[src/rtl/rdat_separator.sv]
// rdat_separator: floppy read-path data separator.
// Re-times raw drive pulses (rdat_n) into vg_rawr strobes and generates the
// vg_rclk read window with a phase- and frequency-tracking window counter.
// It also reports a lock status.
module rdat_separator #(
  parameter int WIN_MFM  = 56,
  parameter int WIN_FM   = 112,
  parameter int RAWR_W   = 4,
  parameter int FOFF_MAX = 3,
  parameter int LOCK_CNT = 16,
  parameter int IDLE_WIN = 64
) (
  input  logic fclk,
  input  logic rst,
  input  logic rdat_n,
  input  logic mfm,
  output logic vg_rclk,
  output logic vg_rawr,
  output logic locked
);

  localparam int RW = $clog2(RAWR_W + 1);
  localparam int GW = $clog2(LOCK_CNT + 1);
  localparam int IW = $clog2(IDLE_WIN + 1);

  localparam logic [7:0]        BASE_MFM  = 8'(WIN_MFM);
  localparam logic [7:0]        BASE_FM   = 8'(WIN_FM);
  localparam logic [RW-1:0]     RAWR_LOAD = RW'(RAWR_W);
  localparam logic [GW-1:0]     GOOD_MAX  = GW'(LOCK_CNT);
  localparam logic [IW-1:0]     IDLE_MAX  = IW'(IDLE_WIN);
  localparam logic signed [4:0] FLIM_MFM  = 5'(FOFF_MAX);
  localparam logic signed [4:0] FLIM_FM   = 5'(2 * FOFF_MAX);
  localparam logic signed [8:0] FTHR_MFM  = 9'sd3;
  localparam logic signed [8:0] FTHR_FM   = 9'sd6;
  localparam logic [8:0]        GOOD_MFM  = 9'd4;
  localparam logic [8:0]        GOOD_FM   = 9'd8;
  localparam logic [8:0]        BAD_MFM   = 9'd12;
  localparam logic [8:0]        BAD_FM    = 9'd24;

  // State registers
  logic [2:0]        s_q, s_d;
  logic              det_q, det_d;
  logic              mfm_q, mfm_d;
  logic [7:0]        cnt_q, cnt_d;
  logic signed [4:0] foff_q, foff_d;
  logic [GW-1:0]     good_q, good_d;
  logic              locked_q, locked_d;
  logic [IW-1:0]     idle_q, idle_d;
  logic [RW-1:0]     rawr_cnt_q, rawr_cnt_d;
  logic              rclk_q, rclk_d;

  // Combinational helpers
  logic              det;
  logic [7:0]        base;
  logic [7:0]        per;
  logic [7:0]        c_val;
  logic signed [8:0] err;
  logic [8:0]        abs_err;
  logic signed [4:0] flim;
  logic signed [8:0] fthr;
  logic [8:0]        good_thr;
  logic [8:0]        bad_thr;
  logic              mode_chg;
  logic              accept;
  logic              wrap;

  // All state registers; the mode copy resets to MFM.
  always_ff @(posedge fclk or posedge rst) begin
    if (rst) begin
      s_q        <= 3'b111;
      det_q      <= 1'b0;
      mfm_q      <= 1'b1;
      cnt_q      <= 8'd0;
      foff_q     <= 5'sd0;
      good_q     <= '0;
      locked_q   <= 1'b0;
      idle_q     <= '0;
      rawr_cnt_q <= '0;
      rclk_q     <= 1'b0;
    end else begin
      s_q        <= s_d;
      det_q      <= det_d;
      mfm_q      <= mfm_d;
      cnt_q      <= cnt_d;
      foff_q     <= foff_d;
      good_q     <= good_d;
      locked_q   <= locked_d;
      idle_q     <= idle_d;
      rawr_cnt_q <= rawr_cnt_d;
      rclk_q     <= rclk_d;
    end
  end

  // Synchronise rdat_n and detect its falling edge; det is retimed once more
  // so the pulse acts three edges after the first low sample.
  always_comb begin
    s_d   = {s_q[1:0], rdat_n};
    det   = s_q[2] & ~s_q[1];
    det_d = det;
  end

  // Window geometry and pulse phase error for the current mode and offset.
  always_comb begin
    base     = mfm_q ? BASE_MFM : BASE_FM;
    per      = base + 8'(foff_q);
    c_val    = {1'b0, per[7:1]};
    err      = $signed({1'b0, cnt_q}) - $signed({1'b0, c_val});
    abs_err  = err[8] ? $unsigned(-err) : $unsigned(err);
    flim     = mfm_q ? FLIM_MFM : FLIM_FM;
    fthr     = mfm_q ? FTHR_MFM : FTHR_FM;
    good_thr = mfm_q ? GOOD_MFM : GOOD_FM;
    bad_thr  = mfm_q ? BAD_MFM  : BAD_FM;
  end

  // Tracker next state: mode change, accepted pulse, window wrap, idle drop.
  always_comb begin
    cnt_d      = cnt_q;
    foff_d     = foff_q;
    good_d     = good_q;
    locked_d   = locked_q;
    idle_d     = idle_q;
    rawr_cnt_d = rawr_cnt_q;
    rclk_d     = rclk_q;
    mfm_d      = mfm;

    mode_chg = (mfm != mfm_q);
    accept   = det_q & (rawr_cnt_q == '0) & ~mode_chg;
    wrap     = (cnt_q == per - 8'd1);

    if (mode_chg) begin
      // Restart tracking in the new mode; rclk keeps its level.
      cnt_d      = 8'd0;
      foff_d     = 5'sd0;
      good_d     = '0;
      locked_d   = 1'b0;
      idle_d     = '0;
      rawr_cnt_d = '0;
    end else begin
      if (rawr_cnt_q != '0) begin
        rawr_cnt_d = rawr_cnt_q - RW'(1);
      end

      if (accept) begin
        // Pull the window halfway toward centring the pulse; never wraps.
        cnt_d = cnt_q + 8'd1 - 8'(err >>> 1);

        if ((err >= fthr) && (foff_q < flim)) begin
          foff_d = foff_q + 5'sd1;
        end else if ((err <= -fthr) && (foff_q > -flim)) begin
          foff_d = foff_q - 5'sd1;
        end

        if (abs_err <= good_thr) begin
          if (good_q != GOOD_MAX) begin
            good_d = good_q + GW'(1);
          end
          if (good_d == GOOD_MAX) begin
            locked_d = 1'b1;
          end
        end else if (abs_err > bad_thr) begin
          good_d   = '0;
          locked_d = 1'b0;
        end

        idle_d     = '0;
        rawr_cnt_d = RAWR_LOAD;
      end else if (wrap) begin
        cnt_d  = 8'd0;
        rclk_d = ~rclk_q;
        if (idle_q != IDLE_MAX) begin
          idle_d = idle_q + IW'(1);
        end
      end else begin
        cnt_d = cnt_q + 8'd1;
      end

      // Long silence: forget frequency and lock until pulses return.
      if (idle_d == IDLE_MAX) begin
        foff_d   = 5'sd0;
        good_d   = '0;
        locked_d = 1'b0;
      end
    end
  end

  assign vg_rclk = rclk_q;
  assign vg_rawr = (rawr_cnt_q != '0);
  assign locked  = locked_q;

endmodule

[config.mk]
export PLATFORM = sky130hd
export DESIGN_NAME = rdat_separator
export DESIGN_NICKNAME = d
export VERILOG_FILES = /design/src/rtl/rdat_separator.sv
export SDC_FILE = /design/constraint.sdc
export NUM_CORES = 1
export LEC_CHECK = 0
export BUFFER_PORTS_ARGS = -buffer_cell sky130_fd_sc_hd__buf_2
export CAP_MARGIN = 40
export CELL_PAD_IN_SITES_DETAIL_PLACEMENT = 1
export CELL_PAD_IN_SITES_GLOBAL_PLACEMENT = 1
export CORE_MARGIN = 8
export CORE_UTILIZATION = 50
export DETAILED_ROUTE_END_ITERATION = 12
export PLACE_DENSITY = 0.83
export RECOVER_POWER = 100
export SLEW_MARGIN = 20
export SYNTH_ARGS = -nofsm -noshare
export SYNTH_HDL_FRONTEND = slang
export SYNTH_SLANG_ARGS = --single-unit
[constraint.sdc]
create_clock -name fclk -period 12.4 [get_ports fclk]
set_input_delay 3.1 -clock fclk [delete_from_list [all_inputs] [get_ports fclk]]
set_output_delay 3.1 -clock fclk [all_outputs]
set_load 0.005 [all_outputs]
==> flow_summary.yaml, run 1 <==
outcome:
  violations: "capacitance limit, slew limit"
  outcome: "complete, but fails checks"
synthesis:
  synth-edff-count: 0
  syn_area_mm2: 0.003466
  synthFlopType: "dfrtp_1"
  synth_compound_area_share_pct: 18.52
  synth_xor_area_share_pct: 12.27
  synth.distinct_cells: 56
  synth.area.top_cells: "dfrtp_1 22%, ha_1 17%, xnor2_1 6.6%, xor2_1 5.1%, nor2_1 4.3%"
  synth_mux_area_share_pct: 1.733
  syn_inst: 398
  synth_top_family_by_area: "simple AND/OR/NAND/NOR gates"
  synth_commonest_cells: "46 x ha_1, 40 x nor2_1, 33 x inv_1"
  synth-simple-area-share_pct: 19.28
  syn_nets: 451
  synth_top_area_share_pct: 22.38
  synth.most_common_cell: "ha_1"
  synth_fa_ha_area_share_pct: 18.34
  yosys.area.top_type: "dfrtp_1"
  ys_ff_latch: 35
  syn_area_per_cell_um2: 8.708
  synth-async-reset-ratio_pct: 100.0
  synth-seq-area-share_pct: 25.42
  ys_warn_count: 0
setup_path:
  r2r_start: "mfm_q"
  crit_top_cell: "ha_1"
  crit_family: "compound AO/OA/AOI/OAI gates"
  critPathMaxStageDelay_ns: 0.92
  path_class: "register to register"
  required_ns: 12.64
  cp_slowest_cell: "dfstp_1"
  cp_cell_sequence: "inv_1 -> ha_1 -> a211oi_1 -> xnor2_1 -> ha_1 -> nor4_1 -> o21ai_0 -> and2_0 -> nor2_1 -> xnor2_1 -> ha_1 -> inv_1 -> a21oi_1 -> a41oi_1 -> or2_2 -> a211oi_1 -> a21boi_0 -> a31o_1"
  path_buf_inv: 2
  endpoint_kind: "register"
  critPathLaunch: "mfm_q"
  crit_fanout: 14
  startpoint_type: "register"
  arrival_ns: 5.42
timing:
  relSlewSlack_pct: -24.14
  tns_ns: 0
  hold_viol: 0
  fin_crit_ns: 5.180
  setup_viol: 0
  rsz0062_at_grt: "false"
  worstMarginPinSlew_ns: 1.862
  slew_viol_final: 36
  max_freq_mhz: 193.0
  period_share_pct: 41.77
  finClkSkew_ns: 0.01114
cts:
  cts_setup_buffers: 0
  cts_num_sinks: 35
  path_clk_slew_ns: 0.08
  cts-buffers-inserted: 5
  h-tree-depth: 2
  cts_resized: 0
  cts_root_buffer: "clkbuf_8"
  clk_latency_ns: 0.30
  cts_tree: "built"
  cts_max_path_buffers: 2
  cts_hold_buf: 0
global_routing:
  track_usage_pct: 18.49
  gr-total-overflow: 0
  grt_pass1_vias: 3115
  antenna_found_initial: 0
  grt_max_degree: 36
  grt_pass1_wl_um: 14870
cells_and_area:
  nets: 458
  drive_gt1_share_pct: 5.911
  syn2layout_area_growth_pct: 5.848
  n_antenna_cell: 0
  postLayoutCoreUtil_pct: 54.30
route:
  drt_iter0_markers: 120
  drc: 0
  wirelength_um: 8686
  detail-route-antenna-nets: 0
  vias: 2970
  vias_per_cell: 6.111
  first_pass_iters: 4
  drt-wirelength-per-cell_um: 17.87
min_path:
  hold_class: "register to register"
  hold_path_startpoint: "s_q[0]"
floorplan:
  die_area_mm2: 0.009852
  io_pins: 7
  start_util_pct: 51.30
  die_h_um: 99.26
  coreArea_mm2: 0.006756
  die_w_um: 99.26
  num_rows: 30
placed_design:
  gp_congestion: 0.8300
  dp_hpwl_um: 7029
  port_buffers: 6
job:
  maxCapViolations: 1
[worst paths after layout]
kind                                 end  slack, ns  cells after the start
setup / recovery               good_q[0]       7.22                     18
hold / removal                    s_q[1]       0.37                      0
setup reg to reg               good_q[0]       7.22                     18
hold reg to reg                   s_q[1]       0.37                      0
max in group asynchronous  rawr_cnt_q[2]       7.86                      3
min in group asynchronous          det_q       3.46                      3
[logic make-up after synthesis]
group,after synthesis
adders and majority gates,49
muxes,6
xor gates and xnor gates,47
buffers and inverters,41
and+or+nand+nor,129
DFF,35
AOI/OAI and AO/OA,91
[placed cells by master (no fill, tap or decap), types with 5 or more instances in the layout]
| cell type | synthesis | layout |
|---|---|---|
| a21o_1 | 12 | 12 |
| clkbuf_8 | 0 | 6 |
| o21ai_0 | 10 | 11 |
| xnor2_1 | 26 | 26 |
| clkbuf_1 | 8 | 5 |
| ha_1 | 46 | 46 |
| a211oi_1 | 10 | 10 |
| nor2b_1 | 6 | 6 |
| nor2_1 | 40 | 40 |
| a21oi_1 | 17 | 17 |
| dfrtp_1 | 31 | 31 |
| a31oi_1 | 8 | 8 |
| nand3_1 | 21 | 21 |
| nand2_1 | 22 | 22 |
| xor2_1 | 20 | 20 |
| mux2i_1 | 6 | 6 |
| inv_1 | 33 | 33 |
[metrics by stage]
step | area [um^2] | hold WS, ns | instances | worst slack, ns
after floorplan | 3466 | 0.3452 | 398 | 8.101
after global placement | 3573 | 0.3476 | 477 | 7.724
after detailed placement | 3573 | 0.3479 | 477 | 7.534
after CTS | 3672 | 0.3611 | 485 | 7.589
after global routing | 3669 | 0.3716 | 486 | 6.816
final | 3669 | 0.3652 | 486 | 7.220
[state kept, by name, indices dropped and copies added (netlist names)]
signal      count
mfm_q           1
s_q             3
rawr_cnt_q      3
vg_rclk         1
det_q           1
foff_q          5
good_q          5
cnt_q           8
locked          1
idle_q          7
[worst register-to-register path, cell delays in order (launching register included)]
cell and delay [ns]:
dfstp_1 0.92, inv_1 0.27, ha_1 0.27, a211oi_1 0.36, xnor2_1 0.16, ha_1 0.24, nor4_1 0.27, o21ai_0 0.23
and2_0 0.33, nor2_1 0.20, xnor2_1 0.16, ha_1 0.18, inv_1 0.06, a21oi_1 0.17, a41oi_1 0.06, or2_2 0.34
a211oi_1 0.53, a21boi_0 0.25, a31o_1 0.13
[cell type report]
| type | instances | area [um^2] |
|---|---|---|
| Tap cell | 80 | 100.1 |
| Clock inverter | 2 | 16.27 |
| Sequential cell | 35 | 880.8 |
| Multi-Input combinational cell | 322 | 2431 |
| Clock buffer | 6 | 82.58 |
| Fill cell | 825 | 3088 |
| Timing Repair Buffer | 8 | 33.78 |
| Inverter | 33 | 123.9 |
[per-layer routing]
layer | global-route usage [%] | share of wire [%] | wire [um] | vias up
met5 | 0 | 0 | 0 | -
met4 | 6.752 | 2.4 | 206 | 0
met3 | 3.422 | 3.2 | 275 | 20
met2 | 31.15 | 48 | 4173 | 40
met1 | 22.91 | 46 | 4031 | 1484
li1 | - | - | - | 1426
Power of run 1 is left out: the tool's default activity adds up to more than one toggle a clock period on the data nets, which glitch-free logic cannot reach.
==> inputs of run 2 (changes only) <==
- ABC_AREA: not set -> 1
- CORE_UTILIZATION: 50 -> 43
- PLACE_DENSITY: 0.83 -> 0.79
- clock period: 12.4 -> 4.3 ns (I/O delays scaled with it)
==> run 2 against run 1 <==
Net effect:
- the flow still finishes with violations (capacitance limit, slew limit)
- clock skew shrank 0.0028 ns
- first-iteration DRC count fell by 5.0%
- routed wire length is 31% higher
- critical endpoint is now foff_q[3]
- sequential cell count unchanged
- non-clock buffer count increased by 12
- register-to-register slack worse by 6.9 ns
- worst setup slack worse by 6.9 ns
- synthesized cell count rose by 40%
- via count grew 25%
==> flow_summary.yaml, run 2 <==
outcome:
  outcome: "complete, but fails checks"
  violations: "capacitance limit, slew limit"
synthesis:
  synth.distinct_cells: 40
  synth.area.top_cells: "dfrtp_1 20%, ha_1 15%, nand2_1 13%, inv_1 7.7%, nand3_1 7.3%"
  synth_top_area_share_pct: 19.90
  synth.most_common_cell: "nand2_1"
  syn_area_per_cell_um2: 7.000
  ys_warn_count: 0
  synthFlopType: "dfrtp_1"
  syn_inst: 557
  synth-seq-area-share_pct: 22.59
  yosys.area.top_type: "dfrtp_1"
  ys_ff_latch: 35
  synth-edff-count: 0
  syn_area_mm2: 0.003899
  synth-async-reset-ratio_pct: 100.0
  syn_nets: 610
  synth_commonest_cells: "133 x nand2_1, 80 x inv_1, 57 x nand3_1"
cells_and_area:
  reg.largest.list: "cnt_q x8, idle_q x7"
  final_cell_mix: "131 x nand2_1, 79 x inv_1, 60 x nand3_1, 51 x nor2_1, 44 x ha_1"
  nFillCells: 1164
  n_antenna_cell: 0
  mostFrequentLayoutCell: "nand2_1"
  top_register: "cnt_q"
  postLayoutCoreUtil_pct: 48.52
  nets: 635
  syn2layout_area_growth_pct: 9.050
  largest_register_ff_count: 8
  drive_gt1_share_pct: 12.52
route:
  wirelength_um: 11410
  drt_iter0_markers: 114
  drt-wirelength-per-cell_um: 16.51
  detail-route-antenna-nets: 0
  drc: 0
  vias_per_cell: 5.357
  vias: 3702
  first_pass_iters: 4
cts:
  cts_num_sinks: 35
  cts_max_path_buffers: 2
  cts_hold_buf: 0
  cts_root_buffer: "clkbuf_8"
  cts-buffers-inserted: 5
  cts_tree: "built"
  h-tree-depth: 2
  clk_latency_ns: 0.29
  path_clk_slew_ns: 0.08
setup_path:
  critPathMaxStageDelay_ns: 0.56
  endpoint_kind: "register"
  cp_slowest_cell: "dfstp_2"
  arrival_ns: 4.21
  worstReg2RegEnd: "foff_q[3]"
  worst-r2r-setup-slack_ns: 0.30
  critPathLaunch: "mfm_q"
  startpoint_type: "register"
  rr_worst_depth: 25
  required_ns: 4.51
  path_class: "register to register"
  crit_fanout: 7
  crit_top_cell: "nand2_1"
  r2r_start: "mfm_q"
global_routing:
  track_usage_pct: 18.22
  gr-total-overflow: 0
  grt_pass1_wl_um: 18840
  grt_max_degree: 36
  antenna_found_initial: 0
  grt_pass1_vias: 3964
floorplan:
  io_pins: 7
  num_rows: 34
  die_w_um: 111.2
  coreArea_mm2: 0.008763
  die_h_um: 111.2
  start_util_pct: 44.49
  die_area_mm2: 0.01237
job:
  maxCapViolations: 1
min_path:
  hold_class: "register to register"
  min_path_cells: 0
  min_to: "s_q[1]"
  hold_path_startpoint: "s_q[0]"
power:
  power_mw: 3.308
  p_per_area_mw_per_mm2: 778.2
  leakagePower_nw: 2.235
  ir_drop_uv: 433.5
timing:
  relSlewSlack_pct: -32.61
  finClkSkew_ns: 0.008378
  fin_crit_ns: 3.996
  max_freq_mhz: 250.3
  slew_viol_final: 36
  hold_viol: 0
  worstMarginPinSlew_ns: 1.989
  tns_ns: 0
  period_share_pct: 92.92
  setup_viol: 0
placed_design:
  gp_congestion: 0.8478
  dp_hpwl_um: 9215
  port_buffers: 6
run 2: cell types whose count changed in the layout (fill, tap and decap cells not counted), sizes merged, moves of 12 or more:
cell / delta
a21o: -12
inv: +52
nand2: +124
nand3: +42
nor2: +18
xnor2: -19
run 2: cells by family after synthesis:
group                      synth area share, %
and+or+nand+nor                          35.98
DFF                                      22.59
buffers and inverters                    8.472
AOI/OAI and AO/OA                        9.243
adders and majority gates                16.30
xor gates and xnor gates                 7.413
run 2: metrics by stage:
stage / instances / instance area [um^2] / hold WS (ns) / worst slack [ns]
finish: 691 / 4252 / 0.3641 / 0.3045
global route: 691 / 4252 / 0.3792 / -0.06263
CTS: 685 / 4208 / 0.3623 / 0.09921
detailed placement: 677 / 4116 / 0.3521 / 0.1165
global placement: 677 / 4116 / 0.3479 / 0.3052
floorplan: 557 / 3899 / 0.3452 / 0.4934
run 2: repair_timing:
action                                 CTS  global route
buffers inserted                         0             6
setup endpoints to repair                0             8
resized for setup                        0            16
endpoints found under the hold margin    0             0
run 2: layer usage:
metal	track usage [%]	share of wire, %	vias up
met5	0	0	-
met4	4.444	0.89	0
met3	2.435	2.4	9
met2	33.03	52	45
met1	21.92	45	1788
li1	-	-	1860
run 2: worst max-delay path by stage:
stage	endpoint	slack [ns]	cells past startpoint
3_5_place_dp	foff_q[4]	0.12	23
3_3_place_gp	foff_q[4]	0.31	23
6_report	foff_q[3]	0.30	25
5_1_grt	foff_q[4]	-0.06	25
2_1_floorplan	good_q[4]	0.49	29
4_1_cts	foff_q[4]	0.1	23
run 2: final cells by class:
class / count / area, um^2 / area share, %
inverters: 86 / 330.3 / 7.769
multi-input cells: 434 / 2690 / 63.27
clock inverters: 1 / 5.005 / 0.1177
flip-flops and latches: 35 / 882.1 / 20.75
clock buffers: 7 / 86.33 / 2.031
well taps: 108 / 135.1 / 3.178
repair buffers: 20 / 122.6 / 2.884
run 2: critical path: cells and delay by family, from the launching register on:
kind / cells / cell delay (ns)
compound gates: 3 / 0.55
xor+xnor: 1 / 0.12
fa+ha+maj: 4 / 1.03
buf+inv: 2 / 0.15
flops: 1 / 0.56
simple gates: 15 / 1.50
run 2: power breakdown:
part	internal, mW	total, mW	switching [mW]
registers	0.380	0.443	0.0629
logic	0.948	2.61	1.66
clock network	0.129	0.253	0.124
total	1.46	3.31	1.85
Power figures use the tool's default switching activity.
==> inputs of run 3 (changes only) <==
- RECOVER_POWER: 100 -> not set
==> run 3 against run 2 <==
Net effect:
- the run now ends clean
- die area unchanged
- combinational power hardly changed
- sequential share of layout area shrank 0.26 points
- sequential cell count unchanged
- clock skew fell by 0.0015 ns
- total power rose by 0.76%
- critical path depth unchanged
==> flow_summary.yaml, run 3 (synthesized netlist as in run 2, its figures left out) <==
cts:
  cts_max_path_buffers: 2
  cts-buffers-inserted: 5
  cts_tree: "built"
  cts_root_buffer: "clkbuf_8"
  path_clk_slew_ns: 0.07
  clk_latency_ns: 0.29
  cts_num_sinks: 35
  h-tree-depth: 2
floorplan:
  die_area_mm2: 0.01237
  num_rows: 34
  die_h_um: 111.2
  coreArea_mm2: 0.008763
  die_w_um: 111.2
  io_pins: 7
  start_util_pct: 44.49
timing:
  tns_ns: 0
  fin_crit_ns: 3.995
  setup_viol: 0
  slew_viol_final: 0
  period_share_pct: 92.90
  hold_viol: 0
  finClkSkew_ns: 0.006918
  relSlewSlack_pct: 68.21
  max_freq_mhz: 250.3
  worstMarginPinSlew_ns: 0.4768
placed_design:
  dp_hpwl_um: 9215
  port_buffers: 6
  gp_congestion: 0.8478
setup_path:
  path_class: "register to register"
  crit_fanout: 7
  r2r_start: "mfm_q"
  startpoint_type: "register"
  arrival_ns: 4.21
  critPathLaunch: "mfm_q"
  required_ns: 4.51
  endpoint_kind: "register"
outcome:
  outcome: "finished clean"
cells_and_area:
  reg.largest.list: "cnt_q x8, idle_q x7"
  n_antenna_cell: 0
  nFillCells: 1159
  final_cell_mix: "130 x nand2_1, 79 x inv_1, 57 x nand3_1, 50 x nor2_1, 44 x ha_1"
  drive_gt1_share_pct: 14.75
  mostFrequentLayoutCell: "nand2_1"
  top_register: "cnt_q"
  multi_input_area_mm2: 0.002731
  syn2layout_area_growth_pct: 10.43
  largest_register_ff_count: 8
  register_area_um2: 882.1
  nets: 635
global_routing:
  grt_pass1_wl_um: 18840
  grt_max_degree: 36
  antenna_found_initial: 0
  grt_pass1_vias: 3964
  track_usage_pct: 18.22
  gr-total-overflow: 0
power:
  power_mw: 3.334
  p_per_area_mw_per_mm2: 774.3
  ir_drop_uv: 436.8
  leakagePower_nw: 2.270
route:
  wirelength_um: 11400
  vias_per_cell: 5.373
  drt_iter0_markers: 97
  first_pass_iters: 4
  vias: 3713
  detail-route-antenna-nets: 0
  drt-wirelength-per-cell_um: 16.49
  drc: 0
min_path:
  hold_class: "register to register"
  hold_path_startpoint: "s_q[0]"
job:
  maxCapViolations: 0
run 3: layer usage:
layer  GRT usage (%)  routed length [um]  up-vias
met3           2.435                 335        9
met1           21.92                5033     1789
li1                -                   -     1863
met2           33.03                5924       52
met4           4.444                 105        0
met5               0                   0        -
run 3: what timing repair did:
item	in CTS	in global routing
endpoints found under the setup margin	0	8
hold buffers	0	0
setup buffers	0	6
resized for setup	0	16
run 3: final timing paths:
| path | slack [ns] | endpoint | cells past startpoint |
|---|---|---|---|
| worst max register to register | 0.31 | foff_q[3] | 25 |
| worst min register to register | 0.36 | s_q[1] | 0 |
| max in group asynchronous | 3.02 | s_q[1] | 3 |
| min in group asynchronous | 0.92 | cnt_q[2] | 3 |
| worst max-delay path | 0.31 | foff_q[3] | 25 |
| worst min-delay path | 0.36 | s_q[1] | 0 |
run 3: power breakdown:
part	internal [mW]	switching (mW)	leakage, nW
combinational	0.960	1.68	1.76
clock	0.129	0.122	0.0482
sequential	0.380	0.0628	0.463
total	1.47	1.86	2.27
run 3: final cells by class:
type                       count  area share [%]
multi-input combinational    434           63.44
sequential                    35           20.49
inverter                      86           7.672
timing repair buffer          20           3.139
tap                          108           3.139
clock buffer                   7           2.005
clock inverter                 1          0.1162
run 3: worst max-delay path, cell delays in order, from the launching register on:
cell	delay [ns]
dfstp_2	0.56
ha_2	0.20
inv_1	0.05
ha_1	0.21
inv_1	0.10
nand2_1	0.09
nand2_1	0.09
nand2_1	0.05
nand2_1	0.10
ha_1	0.28
nand2_2	0.10
nor2_1	0.05
nor2_1	0.14
nand2_1	0.07
nand2_1	0.07
nand2_2	0.11
nor2_2	0.12
nand2_1	0.08
o211ai_2	0.27
nand2_4	0.14
ha_1	0.34
a21oi_1	0.15
nand2_1	0.08
xnor2_1	0.12
or2_0	0.21
a21oi_1	0.13
run 3: per-stage QoR:
step	utilization, %	hold WS (ns)	area (um^2)	instances	setup slack (ns)
after detailed placement	46.97	0.3521	4116	677	0.1165
after global placement	46.97	0.3479	4116	677	0.3052
after floorplan	-	0.3452	3899	557	0.4934
after CTS	48.02	0.3623	4208	685	0.09921
final	49.13	0.3586	4305	691	0.3052
after global routing	49.13	0.3738	4305	691	-0.06263
